File: src/rtl/deshuf3_transpose_if.sv
// Bus interface for deshuf3_transpose: 3-lane input beat stream and
// 3-lane transposed output stream. The master drives beats, the slave
// (the transpose block) drives the output rows.
interface deshuf3_transpose_if #(parameter int W = 32);
  logic         in_valid;
  logic         in_sync;
  logic [W-1:0] a0, a1, a2;
  logic         out_valid;
  logic         out_sync;
  logic [W-1:0] b0, b1, b2;

  modport master (
    output in_valid, in_sync, a0, a1, a2,
    input  out_valid, out_sync, b0, b1, b2
  );

  modport slave (
    input  in_valid, in_sync, a0, a1, a2,
    output out_valid, out_sync, b0, b1, b2
  );
endinterface

File: src/rtl/deshuf3_transpose.sv
// deshuf3_transpose: 3x3 block transpose of a 3-lane sample stream.
// Three consecutive valid beats form a block (in_sync marks beat 0); once a
// block is complete, row i is emitted as b_j = in_i[j]. Two ping-pong banks
// let the next block fill while the previous one drains, so gap-free input
// gives a gap-free output. All state updates on the falling clock edge.
// Optional feature: define DESHUF3_BYPASS_EN to add a 'bypass' input which,
// when sampled high at beat 0, passes the block straight through instead.

// One registered output lane; holds its value whenever no row is loaded.
module deshuf3_lane #(parameter int W = 32) (
  input  logic         clk,
  input  logic         rst_n,
  input  logic         ld,
  input  logic [W-1:0] d,
  output logic [W-1:0] q
);
  // Output register: load on a readout cycle, otherwise hold.
  always_ff @(negedge clk or negedge rst_n) begin
    if (!rst_n)  q <= '0;
    else if (ld) q <= d;
  end
endmodule

module deshuf3_transpose #(parameter int W = 32) (
  input  logic clk,
  input  logic rst_n,
`ifdef DESHUF3_BYPASS_EN
  input  logic bypass,
`endif
  deshuf3_transpose_if.slave io
);
  typedef enum logic [1:0] {IDLE, R1, R2, R0W} wst_t;

  wst_t st, st_nx;

  logic       wr_en;      // store the current beat this cycle
  logic [1:0] wr_row;     // which row of the write bank it lands in
  logic       blk_done;   // row 2 stored: block complete, hand bank to read
  logic       wr_bank;    // bank being filled
  logic       rd_bank;    // bank being drained
  logic       rd_act;     // readout in progress
  logic [1:0] rd_row;     // row emitted on the next edge while rd_act
  logic       rd_byp;     // drained block is a pass-through block
  logic       out_vld_q;
  logic       out_sync_q;

  // mem[bank][row][lane]; row k holds input beat k.
  logic [1:0][2:0][2:0][W-1:0] mem;
  logic [2:0][W-1:0]           a_pk;
  logic [2:0][W-1:0]           row_d;
  logic [2:0][W-1:0]           row_q;

  assign a_pk = {io.a2, io.a1, io.a0};

  // Write FSM state register.
  always_ff @(negedge clk or negedge rst_n) begin
    if (!rst_n) st <= IDLE;
    else        st <= st_nx;
  end

  // Write FSM next state and beat storage controls. A sync beat always
  // restarts a block at row 0, discarding any partial one; a missing beat
  // mid-block aborts it.
  always_comb begin
    st_nx    = st;
    wr_en    = 1'b0;
    wr_row   = 2'd0;
    blk_done = 1'b0;
    case (st)
      IDLE: begin
        if (io.in_valid && io.in_sync) begin
          wr_en = 1'b1;
          st_nx = R1;
        end
      end
      R1: begin
        if (!io.in_valid) begin
          st_nx = IDLE;
        end else if (io.in_sync) begin
          wr_en = 1'b1;
          st_nx = R1;
        end else begin
          wr_en  = 1'b1;
          wr_row = 2'd1;
          st_nx  = R2;
        end
      end
      R2: begin
        if (!io.in_valid) begin
          st_nx = IDLE;
        end else if (io.in_sync) begin
          wr_en = 1'b1;
          st_nx = R1;
        end else begin
          wr_en    = 1'b1;
          wr_row   = 2'd2;
          blk_done = 1'b1;
          st_nx    = R0W;
        end
      end
      R0W: begin
        // Right after a completed block any valid beat starts the next one,
        // so a stream with sync only on its first beat stays aligned.
        if (io.in_valid) begin
          wr_en = 1'b1;
          st_nx = R1;
        end else begin
          st_nx = IDLE;
        end
      end
      default: st_nx = IDLE;
    endcase
  end

  // Bank storage; contents need no reset since nothing reads a bank
  // before a full block has been written into it.
  always_ff @(negedge clk) begin
    if (wr_en) mem[wr_bank][wr_row] <= a_pk;
  end

`ifdef DESHUF3_BYPASS_EN
  logic [1:0] byp_bank;

  // Per-bank bypass flag, captured with row 0 of each block.
  always_ff @(negedge clk) begin
    if (wr_en && (wr_row == 2'd0)) byp_bank[wr_bank] <= bypass;
  end

  assign rd_byp = byp_bank[rd_bank];
`else
  assign rd_byp = 1'b0;
`endif

  // Ping-pong bank select: the write bank flips on block completion and the
  // read side takes over the bank that was just filled. Blocks are at least
  // 3 beats apart, so a new completion never lands mid-drain.
  always_ff @(negedge clk or negedge rst_n) begin
    if (!rst_n) begin
      wr_bank <= 1'b0;
      rd_bank <= 1'b0;
      rd_act  <= 1'b0;
      rd_row  <= 2'd0;
    end else if (blk_done) begin
      wr_bank <= ~wr_bank;
      rd_bank <= wr_bank;
      rd_act  <= 1'b1;
      rd_row  <= 2'd0;
    end else if (rd_act) begin
      if (rd_row == 2'd2) begin
        rd_act <= 1'b0;
        rd_row <= 2'd0;
      end else begin
        rd_row <= rd_row + 2'd1;
      end
    end
  end

  // Per-lane row select: transpose reads column rd_row, bypass reads the
  // row straight through.
  for (genvar j = 0; j < 3; j++) begin : g_lane
    assign row_d[j] = rd_byp ? mem[rd_bank][rd_row][j]
                             : mem[rd_bank][j][rd_row];
    deshuf3_lane #(.W(W)) u_lane (
      .clk  (clk),
      .rst_n(rst_n),
      .ld   (rd_act),
      .d    (row_d[j]),
      .q    (row_q[j])
    );
  end

  // Output qualifiers, aligned with the lane registers.
  always_ff @(negedge clk or negedge rst_n) begin
    if (!rst_n) begin
      out_vld_q  <= 1'b0;
      out_sync_q <= 1'b0;
    end else begin
      out_vld_q  <= rd_act;
      out_sync_q <= rd_act && (rd_row == 2'd0);
    end
  end

  assign io.out_valid = out_vld_q;
  assign io.out_sync  = out_sync_q;
  assign io.b0        = row_q[0];
  assign io.b1        = row_q[1];
  assign io.b2        = row_q[2];
endmodule

File: src/flat_wrapper.sv
// flat-port wrapper written by rule: the top's interface ports become plain ports
module deshuf3_transpose_flat 
#(parameter int W = 32)
  (clk, rst_n, io_in_valid, io_in_sync, io_a0, io_a1, io_a2, io_out_valid, io_out_sync, io_b0, io_b1, io_b2);
  deshuf3_transpose_if #(.W(W)) io_i ();
  input  logic clk;
  input  logic rst_n;
  input wire logic [$bits(io_i.in_valid)-1:0] io_in_valid;
  input wire logic [$bits(io_i.in_sync)-1:0] io_in_sync;
  input wire logic [$bits(io_i.a0)-1:0] io_a0;
  input wire logic [$bits(io_i.a1)-1:0] io_a1;
  input wire logic [$bits(io_i.a2)-1:0] io_a2;
  output wire logic [$bits(io_i.out_valid)-1:0] io_out_valid;
  output wire logic [$bits(io_i.out_sync)-1:0] io_out_sync;
  output wire logic [$bits(io_i.b0)-1:0] io_b0;
  output wire logic [$bits(io_i.b1)-1:0] io_b1;
  output wire logic [$bits(io_i.b2)-1:0] io_b2;
  assign io_i.in_valid = io_in_valid;
  assign io_i.in_sync = io_in_sync;
  assign io_i.a0 = io_a0;
  assign io_i.a1 = io_a1;
  assign io_i.a2 = io_a2;
  assign io_out_valid = io_i.out_valid;
  assign io_out_sync = io_i.out_sync;
  assign io_b0 = io_i.b0;
  assign io_b1 = io_i.b1;
  assign io_b2 = io_i.b2;
  deshuf3_transpose #(.W(W)) u_core (.clk(clk), .rst_n(rst_n), .io(io_i));
endmodule
File: config.mk
export PLATFORM = sky130hd
export DESIGN_NAME = deshuf3_transpose_flat
export DESIGN_NICKNAME = d
export VERILOG_FILES = /design/src/rtl/deshuf3_transpose_if.sv /design/src/rtl/deshuf3_transpose.sv /design/src/flat_wrapper.sv
export SDC_FILE = /design/constraint.sdc
export NUM_CORES = 1
export LEC_CHECK = 0
export ABC_CLOCK_PERIOD_IN_PS = 17900
export BUFFER_PORTS_ARGS = -buffer_cell sky130_fd_sc_hd__clkbuf_2
export CAP_MARGIN = 20
export CORE_MARGIN = 1
export CORE_UTILIZATION = 54
export DETAILED_ROUTE_END_ITERATION = 10
export PLACE_DENSITY = 0.76
export SYNTH_ARGS = -nofsm -noshare
export SYNTH_HDL_FRONTEND = slang
export SYNTH_SLANG_ARGS = --single-unit
File: constraint.sdc
create_clock -name clk -period 17.9 [get_ports clk]
set_input_delay 2.685 -clock clk [delete_from_list [all_inputs] [get_ports clk]]
set_output_delay 2.685 -clock clk [all_outputs]
set_load 0.005 [all_outputs]
==> flow_summary.yaml <==
pwr:
  p_sw_mw: 1.802
  power_frac_clock: 0.377
  power_density_nw_per_um2: 171.4
  ir_drop_v: 0.0001580
  leakagePower_nw: 13.33
  pwr-share-comb: 0.228
  swShare: 0.3323
  seqPwrFrac: 0.394
  p_int_mw: 3.621
floorplan:
  core_um2: 46560
  die_area_um2: 48080
  ios: 198
  start_util: 0.5476
  die_h_um: 219.3
  rows: 79
  die_x_um: 219.3
sta:
  max_slew_margin: 0.2942
  setup_ws_ns: 4.410
  hold_viol_final: 0
  finalClockSkew_ns: 0.1017
  slew_violations: 0
  worstMarginPinSlew_ns: 1.059
  rsz0062_at_grt: "false"
  hold_slack_ns: 0.4424
  setup_violations: 0
critical_path:
  r2r-start: "u_core.st[0]"
  crit_chain: "clkbuf_2, inv_1, nor4_1, and4_4, buf_4"
  crit_path_start: "io_in_valid"
  critPathBufInv: 3
  cp_slowest_cell: "and4_4"
  cp_max_fo: 53
  reg2regPathDepth: 6
  crit_type: "input pin to flop"
  cp.required_ns: 9.19
  critPathLaunchType: "input pin"
  slowest_delay_ns: 0.84
  regToRegEndpoint: "u_core.mem[74]"
  ff2ff_setup_slack_ns: 14.44
  critPathCaptureType: "flop"
  path_delay_family: "simple AND/OR/NAND/NOR gates"
  arrival_ns: 4.78
clocking:
  root_buffer: "clkbuf_16"
  post_cts_buffers: 0
  cts_resized: 0
  clk_latency_ns: 0.67
  holdBufCountCts: 0
  htreeDepth: 3
  cts_tree: "yes"
  cts_buffers: 69
  clock-sinks: 681
  clk_pin_slew_ns: 0.05
  clockBufferDepth: 3
hold_path:
  whs_path_depth: 1
  hold_path.class: "flop to flop"
  hp-start: "u_core.g_lane[2].u_lane.q[3]"
  min_to: "u_core.g_lane[2].u_lane.q[3]"
yosys:
  syn-cell-area_um2: 25490
  synthTopCellsByCount: "edfxtp_1 (576), mux2i_1 (288), dfrtn_1 (105)"
  synth_seq_area_share: 0.7816
  ys_types: 30
  synth_most_common_cell: "edfxtp_1"
  syn_inst: 1385
  ys_dominant_reg_cell: "edfxtp_1"
  synth_top_area_cell: "edfxtp_1"
  yosysWarnings: 0
  syn_nets: 1490
  synth_edf_count: 576
  avgSynthCellArea_um2: 18.41
  async_flop_share: 0.1542
  synth_top_area_frac: 0.6785
  synth-seq-cells: 681
  synthTopCellsByArea: "edfxtp_1 (68%), mux2i_1 (11%), dfrtn_1 (10%)"
global_routing:
  grt_pass1_vias: 16120
  grt_start_max_net_pins: 124
  grt_use_total: 0.2439
  antenna_found_initial: 6
  grt_first_pass_wirelength_um: 88440
  grt_overflow: 0
place:
  dp_hpwl_um: 29530
  gp_congestion: 0.7445
  port_buffers: 197
  dp_slack_ns: 3.773
  placed_cell_area_um2: 27010
finish:
  stdcell_area_um2: 31640
  area_growth_syn_to_layout_pct: 24.13
  drive_gt1_frac: 0.1528
  n_fill_cell: 3043
  fin_nets: 2269
run_status:
  outcome: "completed"
routing:
  vias: 15590
  drt_iter0_markers: 1195
  route.detailed.drc: 0
  via_per_inst: 5.511
  drt-total-wl_um: 58040
  ant_nets: 0
  drt-pass1-iter-count: 5
  routedWlPerCell_um: 20.51
job:
  maxCapViolCount: 0
metal layers:
layer | part of all wire | track usage
met3 | 0.062 | 0.04505
met5 | 0.00060 | 0
met1 | 0.40 | 0.3112
met2 | 0.51 | 0.4134
met4 | 0.025 | 0.09676
worst max-delay path by stage:
stage,to,depth (start not counted)
3_5_place_dp,u_core.mem[402],5
3_3_place_gp,u_core.mem[402],5
5_1_grt,u_core.mem[191],5
6_report,u_core.mem[464],5
2_1_floorplan,u_core.mem[192],3
4_1_cts,u_core.mem[464],5
cell type report:
cell class              count  area, um^2  area share
inverters                   5       18.77   0.0005931
flip-flops and latches    681       19920      0.6296
well taps                 607       759.5     0.02400
diodes                      3       7.507   0.0002372
multi-input cells         613        5149      0.1627
repair buffers            218        1179     0.03725
clock inverters           614        2599     0.08212
clock buffers              88        2008     0.06346
power by group through the flow:
| stage | clock (mW) | combinational [mW] | sequential, mW |
|---|---|---|---|
| CTS | 2.06 | 1.24 | 2.14 |
| detailed placement | 0.191 | 1.23 | 2.15 |
| floorplan | 0.191 | 0.855 | 2.13 |
| global placement | 0.191 | 1.19 | 2.14 |
| global route | 2.22 | 1.34 | 2.16 |
| finish | 2.05 | 1.24 | 2.14 |
cells in the final DEF, fill, tap and decap left out, types with 2 or more instances in the layout:
cell       count
edfxtp_1     576
inv_1        584
clkbuf_16     77
mux2i_1      288
clkinv_4       3
bufinv_16      7
and4_4         2
a2111oi_4      2
a211oi_1       2
diode_2        3
clkbuf_2     196
dfrtn_1      105
ha_1           5
clkinv_1       6
nor2_4         2
buf_4         20
clkinv_2       7
nand2b_4       2
inv_4          2
o22a_1        97
nor2_1         2
o22ai_1       96
nand2_1        4
o21ai_0       98
nor2b_1        2
inv_6          3
clkbuf_1       7
clkbuf_8       4
bufinv_8       3
flip-flops by register name, indices dropped and copies added, names as in the netlist:
signal	count
u_core.g_lane.u_lane.q	96
u_core.io.out_sync	1
u_core.io.out_valid	1
u_core.mem	576
u_core.rd_act	1
u_core.rd_bank	1
u_core.rd_row	2
u_core.st	2
u_core.wr_bank	1
through the flow:
step	instances	setup TNS, ns	util	power (mW)
CTS	2825	0	0.6789	5.449
detailed placement	2124	0	0.5801	3.572
finish	2829	0	0.6797	5.423
global placement	2124	0	0.5801	3.528
global route	2828	0	0.6796	5.720
floorplan	1385	-71.02	-	3.177
kinds of logic after synthesis:
| family | after synthesis | synth area share |
|---|---|---|
| adder cells (fa/ha/maj) | 5 | 0.002454 |
| multiplexers | 289 | 0.1135 |
| AND/OR/NAND/NOR | 19 | 0.004172 |
| buffers and inverters | 91 | 0.01929 |
| XOR/XNOR | 1 | 0.0003436 |
| AO/OA/AOI/OAI | 299 | 0.07863 |
| flip-flops | 681 | 0.7816 |
(Power assumes the default switching activity.)
